### src/rtl/multicycle_adder.sv
// multicycle_adder: WIDTH-bit adder/subtractor that works CHUNK bits per clock,
// keeping the inter-chunk carry in a register, with a start/busy/done handshake.
// Subtraction is done as A + ~B + ~cin, so cout reads as "no borrow" in sub mode.
module multicycle_adder #(
  parameter int WIDTH = 16,
  parameter int CHUNK = 4
) (
  input  logic             clk_i,
  input  logic             reset_i,
  input  logic             start_i,
  input  logic             sub_i,
  input  logic [WIDTH-1:0] a_i,
  input  logic [WIDTH-1:0] b_i,
  input  logic             cin_i,
  output logic             busy_o,
  output logic             done_o,
  output logic [WIDTH-1:0] s_o,
  output logic             cout_o,
  output logic             ovf_o
);

  localparam int NCHUNK = WIDTH / CHUNK;
  localparam int CW = (NCHUNK > 1) ? $clog2(NCHUNK) : 1;
  localparam logic [CW-1:0] LAST_CHUNK = CW'(NCHUNK - 1);

  // A chunk size that does not tile the word would leave result bits unwritten.
  if (CHUNK < 1 || (WIDTH % CHUNK) != 0) begin : gChunkCheck
    $error("multicycle_adder: CHUNK (%0d) must divide WIDTH (%0d) exactly", CHUNK, WIDTH);
  end

  typedef enum logic [1:0] {
    IDLE = 2'd0,
    RUN  = 2'd1,
    DONE = 2'd2
  } state_e;

  state_e           state_q;
  logic [WIDTH-1:0] opA_q;
  logic [WIDTH-1:0] opB_q;
  logic [WIDTH-1:0] sum_q;
  logic             carry_q;
  logic [CW-1:0]    chunkIdx_q;
  logic             busy_q;
  logic             done_q;
  logic             cout_q;
  logic             ovf_q;

  logic [CHUNK-1:0] aChunk;
  logic [CHUNK-1:0] bChunk;
  logic [CHUNK:0]   chunkSum_d;
  logic             msbCarryIn_d;

  // Add the current slice of the latched operands plus the held carry.
  always_comb begin
    aChunk       = opA_q[int'(chunkIdx_q) * CHUNK +: CHUNK];
    bChunk       = opB_q[int'(chunkIdx_q) * CHUNK +: CHUNK];
    chunkSum_d   = {1'b0, aChunk} + {1'b0, bChunk} + {{CHUNK{1'b0}}, carry_q};
    // Carry into the top bit of the slice, recovered from the sum bit itself.
    msbCarryIn_d = aChunk[CHUNK-1] ^ bChunk[CHUNK-1] ^ chunkSum_d[CHUNK-1];
  end

  // Control FSM and datapath registers; reset clears everything, even mid-run.
  always_ff @(posedge clk_i) begin
    if (reset_i) begin
      state_q    <= IDLE;
      opA_q      <= '0;
      opB_q      <= '0;
      carry_q    <= 1'b0;
      chunkIdx_q <= '0;
      sum_q      <= '0;
      cout_q     <= 1'b0;
      ovf_q      <= 1'b0;
      busy_q     <= 1'b0;
      done_q     <= 1'b0;
    end else begin
      case (state_q)
        IDLE, DONE: begin
          done_q <= 1'b0;
          if (start_i) begin
            opA_q      <= a_i;
            opB_q      <= sub_i ? ~b_i : b_i;
            carry_q    <= sub_i ? ~cin_i : cin_i;
            chunkIdx_q <= '0;
            sum_q      <= '0;
            busy_q     <= 1'b1;
            state_q    <= RUN;
          end else begin
            state_q <= IDLE;
          end
        end
        RUN: begin
          sum_q[int'(chunkIdx_q) * CHUNK +: CHUNK] <= chunkSum_d[CHUNK-1:0];
          carry_q    <= chunkSum_d[CHUNK];
          chunkIdx_q <= chunkIdx_q + CW'(1);
          if (chunkIdx_q == LAST_CHUNK) begin
            cout_q  <= chunkSum_d[CHUNK];
            ovf_q   <= msbCarryIn_d ^ chunkSum_d[CHUNK];
            busy_q  <= 1'b0;
            done_q  <= 1'b1;
            state_q <= DONE;
          end
        end
        default: begin
          state_q <= IDLE;
          busy_q  <= 1'b0;
          done_q  <= 1'b0;
        end
      endcase
    end
  end

  assign busy_o = busy_q;
  assign done_o = done_q;
  assign s_o    = sum_q;
  assign cout_o = cout_q;
  assign ovf_o  = ovf_q;

endmodule

### config.mk
export PLATFORM = sky130hd
export DESIGN_NAME = multicycle_adder
export DESIGN_NICKNAME = d
export VERILOG_FILES = /design/src/rtl/multicycle_adder.sv
export SDC_FILE = /design/constraint.sdc
export NUM_CORES = 1
export LEC_CHECK = 0
export ABC_CLOCK_PERIOD_IN_PS = 5200
export CAP_MARGIN = 20
export CORE_AREA = 2 2 85 87
export CTS_CLUSTER_DIAMETER = 100
export DETAILED_ROUTE_END_ITERATION = 7
export DIE_AREA = 0 0 87 89
export PLACE_DENSITY = 0.63
export SYNTH_ARGS = -nofsm -noshare
export SYNTH_HDL_FRONTEND = slang
export SYNTH_SLANG_ARGS = --single-unit
### constraint.sdc
create_clock -name clk_i -period 5.2 [get_ports clk_i]
set_input_delay 0.52 -clock clk_i [delete_from_list [all_inputs] [get_ports clk_i]]
set_output_delay 0.52 -clock clk_i [all_outputs]
set_load 0.01 [all_outputs]
== Word level (Yosys, flattened, before mapping) ==
Index checks and enable logic that the tools add are counted.
Word-level totals
  output and inout bits: 20
  flip-flop bits (word level): 57
  word-level logic and storage cells: 52
  input port bits: 37
Operators by class
  bitwise logic cells: 6
  reductions and logical operators: 8
  $add $sub $neg: 4
  shift-type cells: 4
  equality and inequality tests: 5
  mux-type cells: 15
Operator list (count)
  $neg A4 Y33: 1
  $shift A4 B33 Y16 const A: 1
  $shiftx A4 B33 Y16: 1
  $mux W16: 2
  $pmux W16 S2: 1
  $shiftx A16 B5 Y4: 2
  $bwmux W16: 1
  $not A16 Y16: 1
  $pmux W2 S2: 2
  $reduce_and A2 Y1: 4
  $add A4 B4 Y5: 1
  $add A5 B1 Y5: 1
  $mux W1: 5
  $eq A2 B2 Y1 const B: 2
  $mux W2: 2
  $ne A2 B2 Y1 const B: 2
  $pmux W1 S2: 2
  $reduce_or A2 Y1: 2
  $xor A1 B1 Y1: 3
  $add A2 B1 Y2 const B: 1
  $eq A2 B1 Y1 const B: 1
  $logic_not A2 Y1: 1
  $not A1 Y1: 2
  $reduce_bool A2 Y1: 1

== Depth between registers and ports, before layout ==
Gate-level depths: netlist of the first run.
  depth after elaboration: 6
  mapped depth: 8
  depth with buffers taken out: 7

== Worst setup path after synthesis of the first run ==
Ideal clock, no wire load.
  path kind: flip-flop to flip-flop
  from: register chunkIdx_q[0]
  to: register ovf_q, in the netlist ovf_o
  setup time: 0.086 ns
  arrival: 2.726 ns
  data required time: 5.114 ns
  period minus slack after synthesis: 2.811 ns
  cell stages (with the launch flop): 9
  slack: 2.389 ns
  path buffers: 1
  cell sequence: dfxtp_1 -> buf_2 -> mux4_2 -> fa_1 -> fa_1 -> a21o_1 -> a21oi_1 -> xor2_1 -> a211oi_1
Between the ends
  word-level cells in the longest chain between the ends: 5
  elaborated cells on any way between the ends: 9
  classes of those cells: add/sub: 2; eq/ne: 1; shift: 2; bitwise: 3; reduce/logical: 1
RTL lines
  start, declared: line 42  | logic [CW-1:0] chunkIdx_q;
  start signal, assigned: line 94  | chunkIdx_q <= chunkIdx_q + CW'(1);
  $shiftx A16 B5 Y4, on equally long branches: line 55, 56
  $add A4 B4 Y5: line 57  | chunkSum_d = {1'b0, aChunk} + {1'b0, bChunk} + {{CHUNK{1'b0}}, carry_q};
  $add A5 B1 Y5: line 57
  $xor A1 B1 Y1: line 59  | msbCarryIn_d = aChunk[CHUNK-1] ^ bChunk[CHUNK-1] ^ chunkSum_d[CHUNK-1];
  $xor A1 B1 Y1: line 97  | ovf_q <= msbCarryIn_d ^ chunkSum_d[CHUNK];
  end signal, assigned: line 97
  end, declared: line 46  | logic ovf_q;
Several ways; a longest one is shown, not always the timed one.
A chain may end at the register's enable or synchronous reset.

== Worst setup path in the final report of the first run ==
Same ends and word-level chain as after synthesis.

==> results of run 1 <==
-- final timing paths --
| path | to | slack [ns] | cells past startpoint |
|---|---|---|---|
| setup / recovery | ovf_o$_SDFFE_PP0P_ | 2.06 | 7 |
| hold / removal | opA_q[15]$_SDFFE_PP0P_ | 0.45 | 2 |
| setup reg to reg | ovf_o$_SDFFE_PP0P_ | 2.06 | 7 |
| hold reg to reg | opA_q[15]$_SDFFE_PP0P_ | 0.45 | 2 |
-- logic make-up (layout without fill, tap and decap cells) --
group,count (synthesis),in the layout,synth area share
mux,9,9,0.07265
xor+xnor,20,20,0.06648
compound gates,69,69,0.1728
flops,57,57,0.4330
buf+inv,24,75,0.04653
simple gates,92,92,0.1600
fa+ha+maj,9,9,0.04843
-- flip-flops by register name, summed over array words and instances (netlist names) --
| name | flops |
|---|---|
| opA_q | 16 |
| opB_q | 16 |
| s_o | 16 |
| chunkIdx_q | 2 |
| state_q | 2 |
| busy_o | 1 |
| carry_q | 1 |
| cout_o | 1 |
| done_o | 1 |
| ovf_o | 1 |
-- synthesized netlist by cell type --
library cell / instances
nand2b_1: 5
nor3_1: 2
xor2_1: 2
buf_6: 2
and4bb_2: 1
a211o_1: 1
nand3b_1: 3
nor2_1: 40
nor4b_4: 1
a21oi_1: 24
a211oi_1: 18
a22oi_1: 12
clkbuf_1: 6
buf_4: 1
a21o_1: 2
a211oi_2: 1
nor2b_1: 2
and3b_1: 1
o21ai_0: 7
xnor2_1: 18
and3_1: 3
fa_1: 2
buf_2: 11
o211ai_2: 1
a21oi_2: 1
mux4_2: 8
dfxtp_1: 57
mux2_2: 1
ha_1: 7
o21bai_1: 1
nand2_1: 33
o32a_1: 1
inv_1: 4
and2b_1: 1
-- critical path: stages, from the launching register on --
cell and delay, ns:
dfxtp_1 0.75, mux4_2 0.61, fa_1 0.46, fa_1 0.42, a21o_1 0.19, a21oi_1 0.28, xor2_1 0.11, a211oi_1 0.22
-- per-layer routing --
metal	vias up	wire [microns]	part of all wire	GRT usage
met5	-	0	0	0
met4	0	93	0.017	0.06534
met3	9	285	0.052	0.05633
met2	59	2570	0.47	0.2443
met1	941	2523	0.46	0.1929
li1	1074	-	-	-
-- per-stage QoR --
stage	setup WS (ns)	utilization	std cells	hold slack, ns	instance area, sq um
2_1_floorplan	2.389	-	280	0.4331	2635
3_3_place_gp	2.093	0.4749	396	0.4410	3191
3_5_place_dp	2.042	0.4749	396	0.4481	3191
4_1_cts	2.034	0.5039	411	0.4565	3386
5_1_grt	1.776	0.5039	411	0.4778	3386
6_report	2.061	0.5039	411	0.4534	3386
-- power groups by stage --
stage / Clock [mW] / Sequential [mW] / Combinational, mW
finish: 0.402 / 0.480 / 0.161
global route: 0.437 / 0.483 / 0.178
CTS: 0.414 / 0.480 / 0.164
detailed placement: 0 / 0.490 / 0.163
global placement: 0 / 0.489 / 0.160
floorplan: 0 / 0.480 / 0.113
-- placed cells by master (no fill, tap or decap), types with 3 or more instances in the layout --
cell	synthesis	layout
and3_1	3	3
nand2_1	33	33
nor2_1	40	40
nand2b_1	5	5
mux4_2	8	8
clkbuf_8	0	11
dfxtp_1	57	57
nand3b_1	3	3
xnor2_1	18	18
ha_1	7	7
inv_1	4	4
a211oi_1	18	18
clkdlybuf4s50_1	0	55
a22oi_1	12	12
a21oi_1	24	24
o21ai_0	7	7
-- area by class of cell --
| type | instances | area, sq um | share of cell area |
|---|---|---|---|
| multi-input combinational | 199 | 1379 | 0.4072 |
| clock inverter | 3 | 40.04 | 0.01183 |
| clock buffer | 12 | 155.1 | 0.04582 |
| tap | 80 | 100.1 | 0.02956 |
| timing repair buffer | 56 | 555.5 | 0.1641 |
| sequential | 57 | 1141 | 0.3370 |
| inverter | 4 | 15.01 | 0.004435 |
==> flow_metrics.py, run 1 <==
metrics = {
    "status": {
        "outcome": "finished clean",
    },
    "yosys": {
        "netlist_area_sq_mm": 0.002635,
        "synth.top_cells.by_area": "dfxtp_1 (43%), mux4_2 (6.8%), xnor2_1 (6.0%), nor2_1 (5.7%), a211oi_1 (5.1%)",
        "yosysWarnings": 0,
        "yosys.area.top_type": "dfxtp_1",
        "syn_avg_cell_area_sq_um": 9.411,
        "synth_cell_type_count": 34,
        "yosysSeqAreaShare": 0.4330,
        "synth_nets": 326,
        "synth_top_area_share": 0.4330,
        "netlist_instances": 280,
        "synth_seq_cells": 57,
    },
    "global_routing": {
        "grt_usage": 0.1551,
        "grt_pass1_vias": 1925,
        "grt_pass1_wl_microns": 9183,
        "grt_max_degree": 61,
        "antenna_found_initial": 0,
        "grt-ovfl-total": 0,
    },
    "placement": {
        "port_buffers": 56,
        "dp_hpwl_microns": 3927,
        "gp_congestion": 0.8046,
    },
    "min_path": {
        "worst_hold_path_type": "reg2reg",
        "hp-start": "opA_q[15]$_SDFFE_PP0P_",
    },
    "clock_network": {
        "cts_resized": 0,
        "clkSinkCount": 57,
        "post_cts_buffers": 0,
        "cts-htree-levels": 3,
        "clock_latency_ns": 0.33,
        "cts.clk_slew.worst_paths_ns": 0.06,
        "cts-root-buf": "clkbuf_8",
        "ctsHoldBuffers": 0,
        "numCtsBuffers": 9,
        "cts_tree": "done",
        "clock_path_buffers": 2,
    },
    "routing": {
        "avgViaCountPerCell": 5.068,
        "post_drt_wl_per_cell_microns": 13.31,
        "antenna_left": 0,
        "drtPass1Iterations": 4,
        "wl_microns": 5472,
        "num_vias": 2083,
        "drt_iter0_drc": 149,
        "drc": 0,
    },
    "pwr": {
        "pwr-share-clk": 0.386,
        "switchingPower_uw": 258.2,
        "p_total_mw": 1.043,
        "powerDensity_mw_per_mm2": 308.1,
        "p_seq_frac": 0.460,
        "p_leak_nw": 1.227,
        "p_sw_frac": 0.2475,
        "comb_power_share": 0.154,
        "peakVddDrop_v": 0.0001566,
        "intPower_uw": 784.8,
    },
    "finish": {
        "drive_above_1_share": 0.09063,
        "finalNetCount": 373,
        "fillers": 634,
        "areaGrowthSynthToFinish_pct": 28.49,
        "antenna_cells": 0,
    },
    "sta": {
        "fin_skew_ns": 0.005189,
        "slew_viol_final": 0,
        "rsz0062_at_grt": "no",
        "slew_headroom": 0.3020,
        "hold_violations": 0,
        "layout_worst_path_cycle_share": 0.6037,
        "fmax_mhz": 318.5,
        "timing.final.crit_period_ns": 3.139,
        "setup_viol_count_final": 0,
        "tns_ns": 0,
        "worst_pin_slew_ns": 1.045,
    },
    "floorplan": {
        "io_pins": 57,
        "initial_core_util": 0.3922,
        "die-area_sq_mm": 0.007743,
        "die_x_microns": 87,
        "die_h_microns": 89,
        "core_area_sq_mm": 0.006719,
        "num_rows": 30,
    },
    "worst_setup_path": {
        "arrival_ns": 3.38,
        "cp-end-kind": "flop",
        "start_kind": "flop",
        "path_max_fanout": 14,
        "cp-startpoint": "chunkIdx_q[0]$_SDFFE_PP0P_",
        "rr_startpoint": "chunkIdx_q[0]$_SDFFE_PP0P_",
        "critical_path_required_ns": 5.44,
        "worstSetupPathType": "reg2reg",
    },
    "flow_run": {
        "maxCapViolations": 0,
    },
}
(Power assumes the default switching activity.)
==> run 2: changes to the inputs <==
ABC_CLOCK_PERIOD_IN_PS = 3000   (was 5200)
clock period = 3 ns   (was 5.2 ns; I/O delays follow)
==> flow_metrics.py, run 2 (synthesized netlist as in run 1, its figures left out) <==
metrics = {
    "global_routing": {
        "antenna_found_initial": 0,
        "grt_max_degree": 42,
        "grt-ovfl-total": 0,
        "grt_usage": 0.1591,
        "grt_pass1_wl_microns": 9308,
        "grt_pass1_vias": 1987,
    },
    "worst_setup_path": {
        "path_max_fanout": 4,
        "arrival_ns": 2.97,
        "rrSetupSlack_ns": 0.28,
        "rr_startpoint": "chunkIdx_q[0]$_SDFFE_PP0P_",
        "path_delay_family": "adder cells",
        "cp-end-kind": "flop",
        "worstSetupPathType": "reg2reg",
        "critPathMostFrequentCell": "fa_1",
        "crit_slowest_cell": "mux4_2",
        "critical_path_required_ns": 3.25,
        "max_stage_delay_ns": 0.55,
        "worst-path-buf-inv": 0,
        "start_kind": "flop",
        "r2r-end": "ovf_o$_SDFFE_PP0P_",
        "reg2regPathDepth": 7,
        "path_cells": "mux4_2, fa_1, fa_1, a21o_1, a21oi_1, xor2_1, a211oi_1",
    },
    "min_path": {
        "whs_endpoint": "opA_q[8]$_SDFFE_PP0P_",
        "hp-start": "opA_q[8]$_SDFFE_PP0P_",
        "hold_depth": 2,
        "worst_hold_path_type": "reg2reg",
    },
    "sta": {
        "hold_violations": 0,
        "slew_headroom": 0.5460,
        "rsz0062_at_grt": "no",
        "fmax_mhz": 367.4,
        "slew_viol_final": 0,
        "fin_skew_ns": 0.004850,
        "worst_pin_slew_ns": 0.6809,
        "timing.final.crit_period_ns": 2.722,
        "tns_ns": 0,
        "layout_worst_path_cycle_share": 0.9074,
        "worst_hold_slack_ns": 0.4528,
        "setup_viol_count_final": 0,
    },
    "finish": {
        "finish.instance_area_sq_mm": 0.003465,
        "areaGrowthSynthToFinish_pct": 31.48,
        "layout_commonest_cell": "dfxtp_1",
        "finalNetCount": 379,
        "fillers": 647,
        "antenna_cells": 0,
        "final_util": 0.5156,
        "drive_above_1_share": 0.1124,
        "final_cell_mix": "dfxtp_1 (57), clkdlybuf4s50_1 (55), nor2_1 (40)",
    },
    "clock_network": {
        "cts_resized": 0,
        "cts.clk_slew.worst_paths_ns": 0.06,
        "clock_path_buffers": 2,
        "cts-root-buf": "clkbuf_8",
        "cts_tree": "done",
        "ctsHoldBuffers": 0,
        "clkSinkCount": 57,
        "cts-htree-levels": 3,
        "numCtsBuffers": 9,
        "post_cts_buffers": 0,
        "clock_latency_ns": 0.34,
    },
    "routing": {
        "drc": 0,
        "drt_iter0_drc": 49,
        "avgViaCountPerCell": 4.971,
        "wl_microns": 5679,
        "antenna_left": 0,
        "post_drt_wl_per_cell_microns": 13.59,
        "drtPass1Iterations": 4,
        "num_vias": 2078,
    },
    "placement": {
        "port_buffers": 56,
        "dp_hpwl_microns": 4084,
        "placed_cell_area_sq_mm": 0.003236,
        "gp_congestion": 0.8345,
    },
    "status": {
        "outcome": "finished clean",
    },
    "pwr": {
        "p_total_mw": 1.936,
        "p_leak_nw": 1.271,
        "powerDensity_mw_per_mm2": 558.9,
        "peakVddDrop_v": 0.0002388,
    },
    "floorplan": {
        "die_x_microns": 87,
        "die-area_sq_mm": 0.007743,
        "initial_core_util": 0.3922,
        "io_pins": 57,
        "num_rows": 30,
        "core_area_sq_mm": 0.006719,
        "die_h_microns": 89,
    },
    "flow_run": {
        "maxCapViolations": 0,
    },
}
run 2: metal layers:
layer | up-vias | global-route usage | wire (microns) | part of all wire
met5 | - | 0 | 0 | 0
met4 | 0 | 0.08523 | 121 | 0.021
met3 | 14 | 0.04247 | 239 | 0.042
met2 | 57 | 0.2533 | 2593 | 0.46
met1 | 926 | 0.1976 | 2724 | 0.48
li1 | 1081 | - | - | -
run 2: cell type report:
class	count	area (sq um)	share of cell area
clock buffer	11	151.4	0.04370
inverter	4	15.01	0.004334
timing repair buffer	62	600.6	0.1733
sequential	57	1141	0.3294
tap	80	100.1	0.02889
multi-input combinational	199	1379	0.3980
clock inverter	5	77.57	0.02239
run 2: report_power, final:
group | internal (mW) | switching [mW] | total [mW]
Sequential | 0.798 | 0.0249 | 0.823
Combinational | 0.145 | 0.151 | 0.296
Clock | 0.510 | 0.308 | 0.817
run 2: worst max-delay path by stage:
stage | startpoint | end | slack [ns] | cells past startpoint
floorplan | chunkIdx_q[0]$_SDFFE_PP0P_ | ovf_o$_SDFFE_PP0P_ | 0.19 | 8
global placement | chunkIdx_q[0]$_SDFFE_PP0P_ | ovf_o$_SDFFE_PP0P_ | 0.34 | 7
detailed placement | chunkIdx_q[0]$_SDFFE_PP0P_ | ovf_o$_SDFFE_PP0P_ | 0.29 | 7
CTS | chunkIdx_q[0]$_SDFFE_PP0P_ | ovf_o$_SDFFE_PP0P_ | 0.26 | 7
global route | chunkIdx_q[0]$_SDFFE_PP0P_ | ovf_o$_SDFFE_PP0P_ | 0.14 | 7
finish | chunkIdx_q[0]$_SDFFE_PP0P_ | ovf_o$_SDFFE_PP0P_ | 0.28 | 7
run 2: worst reg2reg max path, cell delays in order, from the launching register on:
cell      delay [ns]
dfxtp_1         0.41
mux4_2          0.55
fa_1            0.45
fa_1            0.41
a21o_1          0.19
a21oi_1         0.27
xor2_1          0.12
a211oi_1        0.23
run 2: stage by stage:
stage	setup WS (ns)	instances
after floorplan	0.1889	280
final	0.2779	418
after global routing	0.1426	418
after detailed placement	0.2866	402
after global placement	0.3368	402
after CTS	0.2635	418
==> run 3: changes to the inputs <==
ABC_AREA = 1   (was default)
ABC_CLOCK_PERIOD_IN_PS = 3250   (was 3000)
CORE_AREA = 2 2 84 86   (was 2 2 85 87)
DIE_AREA = 0 0 86 88   (was 0 0 87 89)
clock period = 3.25 ns   (was 3 ns; I/O delays follow)
==> flow_metrics.py, run 3 <==
metrics = {
    "status": {
        "outcome": "finished clean",
    },
    "clock_network": {
        "cts_tree": "done",
        "clock_path_buffers": 2,
        "cts.clk_slew.worst_paths_ns": 0.06,
        "cts-root-buf": "clkbuf_8",
        "cts_resized": 0,
        "clock_latency_ns": 0.33,
        "ctsHoldBuffers": 0,
        "clkSinkCount": 57,
        "post_cts_buffers": 0,
        "cts-htree-levels": 3,
        "numCtsBuffers": 9,
    },
    "yosys": {
        "netlist_instances": 337,
        "yosysSeqAreaShare": 0.4389,
        "synthArstFlopShare": 0,
        "synth_cell_type_count": 31,
        "synthFlopType": "dfxtp_1",
        "synth_seq_cells": 57,
        "netlist_area_sq_mm": 0.002600,
        "synth_nets": 383,
        "synth_common_cells": "nor2_1 (59), dfxtp_1 (57), o21ai_0 (54)",
        "yosys.area.top_type": "dfxtp_1",
        "yosysWarnings": 0,
        "syn_avg_cell_area_sq_um": 7.715,
        "synth_edf_count": 0,
        "synth_most_common_cell": "nor2_1",
        "synth.top_cells.by_area": "dfxtp_1 (44%), o21ai_0 (10%), nor2_1 (8.5%), a21oi_1 (7.1%), xnor2_1 (5.7%)",
        "synth_top_area_share": 0.4389,
    },
    "worst_setup_path": {
        "start_kind": "flop",
        "path_cells": "inv_1, o21ai_0, o22ai_1, fa_1, fa_1, xor2_1, nand2_1, nor2_1, a22oi_1, nor2_1",
        "r2r-end": "s_o[6]$_SDFFE_PP0P_",
        "cp-end-kind": "flop",
        "critical_path_required_ns": 3.52,
        "reg2regPathDepth": 10,
        "worstSetupPathType": "reg2reg",
        "path_max_fanout": 13,
        "crit_end": "s_o[6]$_SDFFE_PP0P_",
        "arrival_ns": 2.85,
        "max_stage_delay_ns": 0.47,
        "crit_slowest_cell": "dfxtp_1",
        "cp-startpoint": "chunkIdx_q[1]$_SDFFE_PP0P_",
        "rrSetupSlack_ns": 0.67,
        "rr_startpoint": "chunkIdx_q[1]$_SDFFE_PP0P_",
    },
    "sta": {
        "worst_pin_slew_ns": 0.5422,
        "slew_viol_final": 0,
        "timing.final.crit_period_ns": 2.578,
        "setup_viol_count_final": 0,
        "fmax_mhz": 387.9,
        "layout_setup_ws_ns": 0.6722,
        "layout_worst_path_cycle_share": 0.7932,
        "fin_skew_ns": 0.007063,
        "slew_headroom": 0.6381,
        "hold_violations": 0,
        "tns_ns": 0,
        "rsz0062_at_grt": "no",
    },
    "routing": {
        "post_drt_wl_per_cell_microns": 12.07,
        "met2_length_microns": 2599,
        "drt_iter0_drc": 151,
        "drtPass1Iterations": 4,
        "drc": 0,
        "antenna_left": 0,
        "dr.max_layer_used": "met4",
        "met3_length_microns": 316,
        "avgViaCountPerCell": 4.947,
        "num_vias": 2345,
        "wl_microns": 5719,
        "met1Wirelength_microns": 2715,
    },
    "floorplan": {
        "die_h_microns": 88,
        "die_x_microns": 86,
        "core_area_sq_mm": 0.006644,
        "io_pins": 57,
        "num_rows": 30,
        "die-area_sq_mm": 0.007568,
        "initial_core_util": 0.3913,
    },
    "global_routing": {
        "grt-ovfl-total": 0,
        "grt_pass1_wl_microns": 9666,
        "grt_usage": 0.1652,
        "grt_max_degree": 34,
        "antenna_found_initial": 0,
        "grt_pass1_vias": 2174,
    },
    "pwr": {
        "p_seq_frac": 0.448,
        "powerDensity_mw_per_mm2": 504.8,
        "intPower_mw": 1.253,
        "comb_power_share": 0.180,
        "pwr-share-clk": 0.371,
        "switchingPower_uw": 460.6,
        "p_sw_frac": 0.2688,
        "p_leak_nw": 1.284,
        "peakVddDrop_v": 0.0002055,
    },
    "placement": {
        "port_buffers": 56,
        "pre_cts_ws_ns": 0.7099,
        "dp_hpwl_microns": 4255,
        "placed_cell_area_sq_mm": 0.003206,
        "gp_congestion": 0.8961,
    },
    "finish": {
        "areaGrowthSynthToFinish_pct": 30.56,
        "antenna_cells": 0,
        "finish.instance_area_sq_mm": 0.003395,
        "multiInputGateArea_sq_mm": 0.001292,
        "seqCellArea_sq_mm": 0.001141,
        "drive_above_1_share": 0.06853,
        "finalNetCount": 435,
        "fillers": 687,
        "layout_commonest_cell": "nor2_1",
        "final_cell_mix": "nor2_1 (59), dfxtp_1 (57), clkdlybuf4s50_1 (56)",
    },
    "flow_run": {
        "maxCapViolations": 0,
    },
    "min_path": {
        "worst_hold_path_type": "reg2reg",
    },
}
-- run 3: cell count changes after synthesis, moves of 4 or more --
cell	change
o21ai_0	+47
inv_1	+8
o22ai_1	+6
a21oi_1	+13
nand2b_1	-5
nor2_1	+19
nand2_1	+4
nand3_1	+6
mux4_2	-8
a22oi_1	-10
a211oi_1	-17
buf_4	+4
-- run 3: layout make-up --
type,count,share of cell area
sequential,57,0.3362
multi-input combinational,244,0.3808
clock buffer,13,0.04386
tap,80,0.02949
inverter,16,0.01806
clock inverter,3,0.01180
timing repair buffer,61,0.1799
-- run 3: cell families after synthesis --
logic type,after synthesis,synth area share
buf+inv,36,0.06400
fa+ha+maj,9,0.04908
xor+xnor,18,0.06063
simple gates,113,0.1790
compound gates,104,0.2084
flops,57,0.4389
-- run 3: metal layers --
layer,up-vias,track usage
li1,1227,-
met1,1045,0.2073
met2,62,0.2671
met3,11,0.05467
met4,0,0.05772
met5,-,0
-- run 3: per-stage QoR --
step	power [mW]	instances	util	hold slack, ns
finish	1.714	474	0.5109	0.4595
global route	1.806	474	0.5109	0.4807
CTS	1.729	474	0.5109	0.4627
detailed placement	1.094	458	0.4825	0.4536
global placement	1.091	458	0.4825	0.4484
floorplan	0.9843	337	-	0.4495
-- run 3: worst max-delay path: cells and delay by family (launching register included) --
family,cells,cell delay [ns]
compound gates,3,0.35
xor+xnor,1,0.26
buf+inv,1,0.24
fa+ha+maj,2,0.86
simple gates,3,0.33
flops,1,0.47
-- run 3: how the worst min path moves through the flow --
stage | from | endpoint | slack (ns) | depth (start not counted)
global placement | s_o[12]$_SDFFE_PP0P_ | s_o[12]$_SDFFE_PP0P_ | 0.45 | 2
detailed placement | s_o[12]$_SDFFE_PP0P_ | s_o[12]$_SDFFE_PP0P_ | 0.45 | 2
global route | s_o[8]$_SDFFE_PP0P_ | s_o[8]$_SDFFE_PP0P_ | 0.48 | 2
finish | s_o[12]$_SDFFE_PP0P_ | s_o[12]$_SDFFE_PP0P_ | 0.46 | 2
CTS | s_o[12]$_SDFFE_PP0P_ | s_o[12]$_SDFFE_PP0P_ | 0.46 | 2
floorplan | opA_q[10]$_SDFFE_PP0P_ | opA_q[10]$_SDFFE_PP0P_ | 0.45 | 2
-- run 3: power groups by stage --
stage / logic [mW] / registers (mW) / clock network, mW
after floorplan: 0.207 / 0.777 / 0
after global placement: 0.307 / 0.784 / 0
after detailed placement: 0.311 / 0.783 / 0
after CTS: 0.313 / 0.768 / 0.648
after global routing: 0.352 / 0.773 / 0.681
final: 0.309 / 0.768 / 0.636
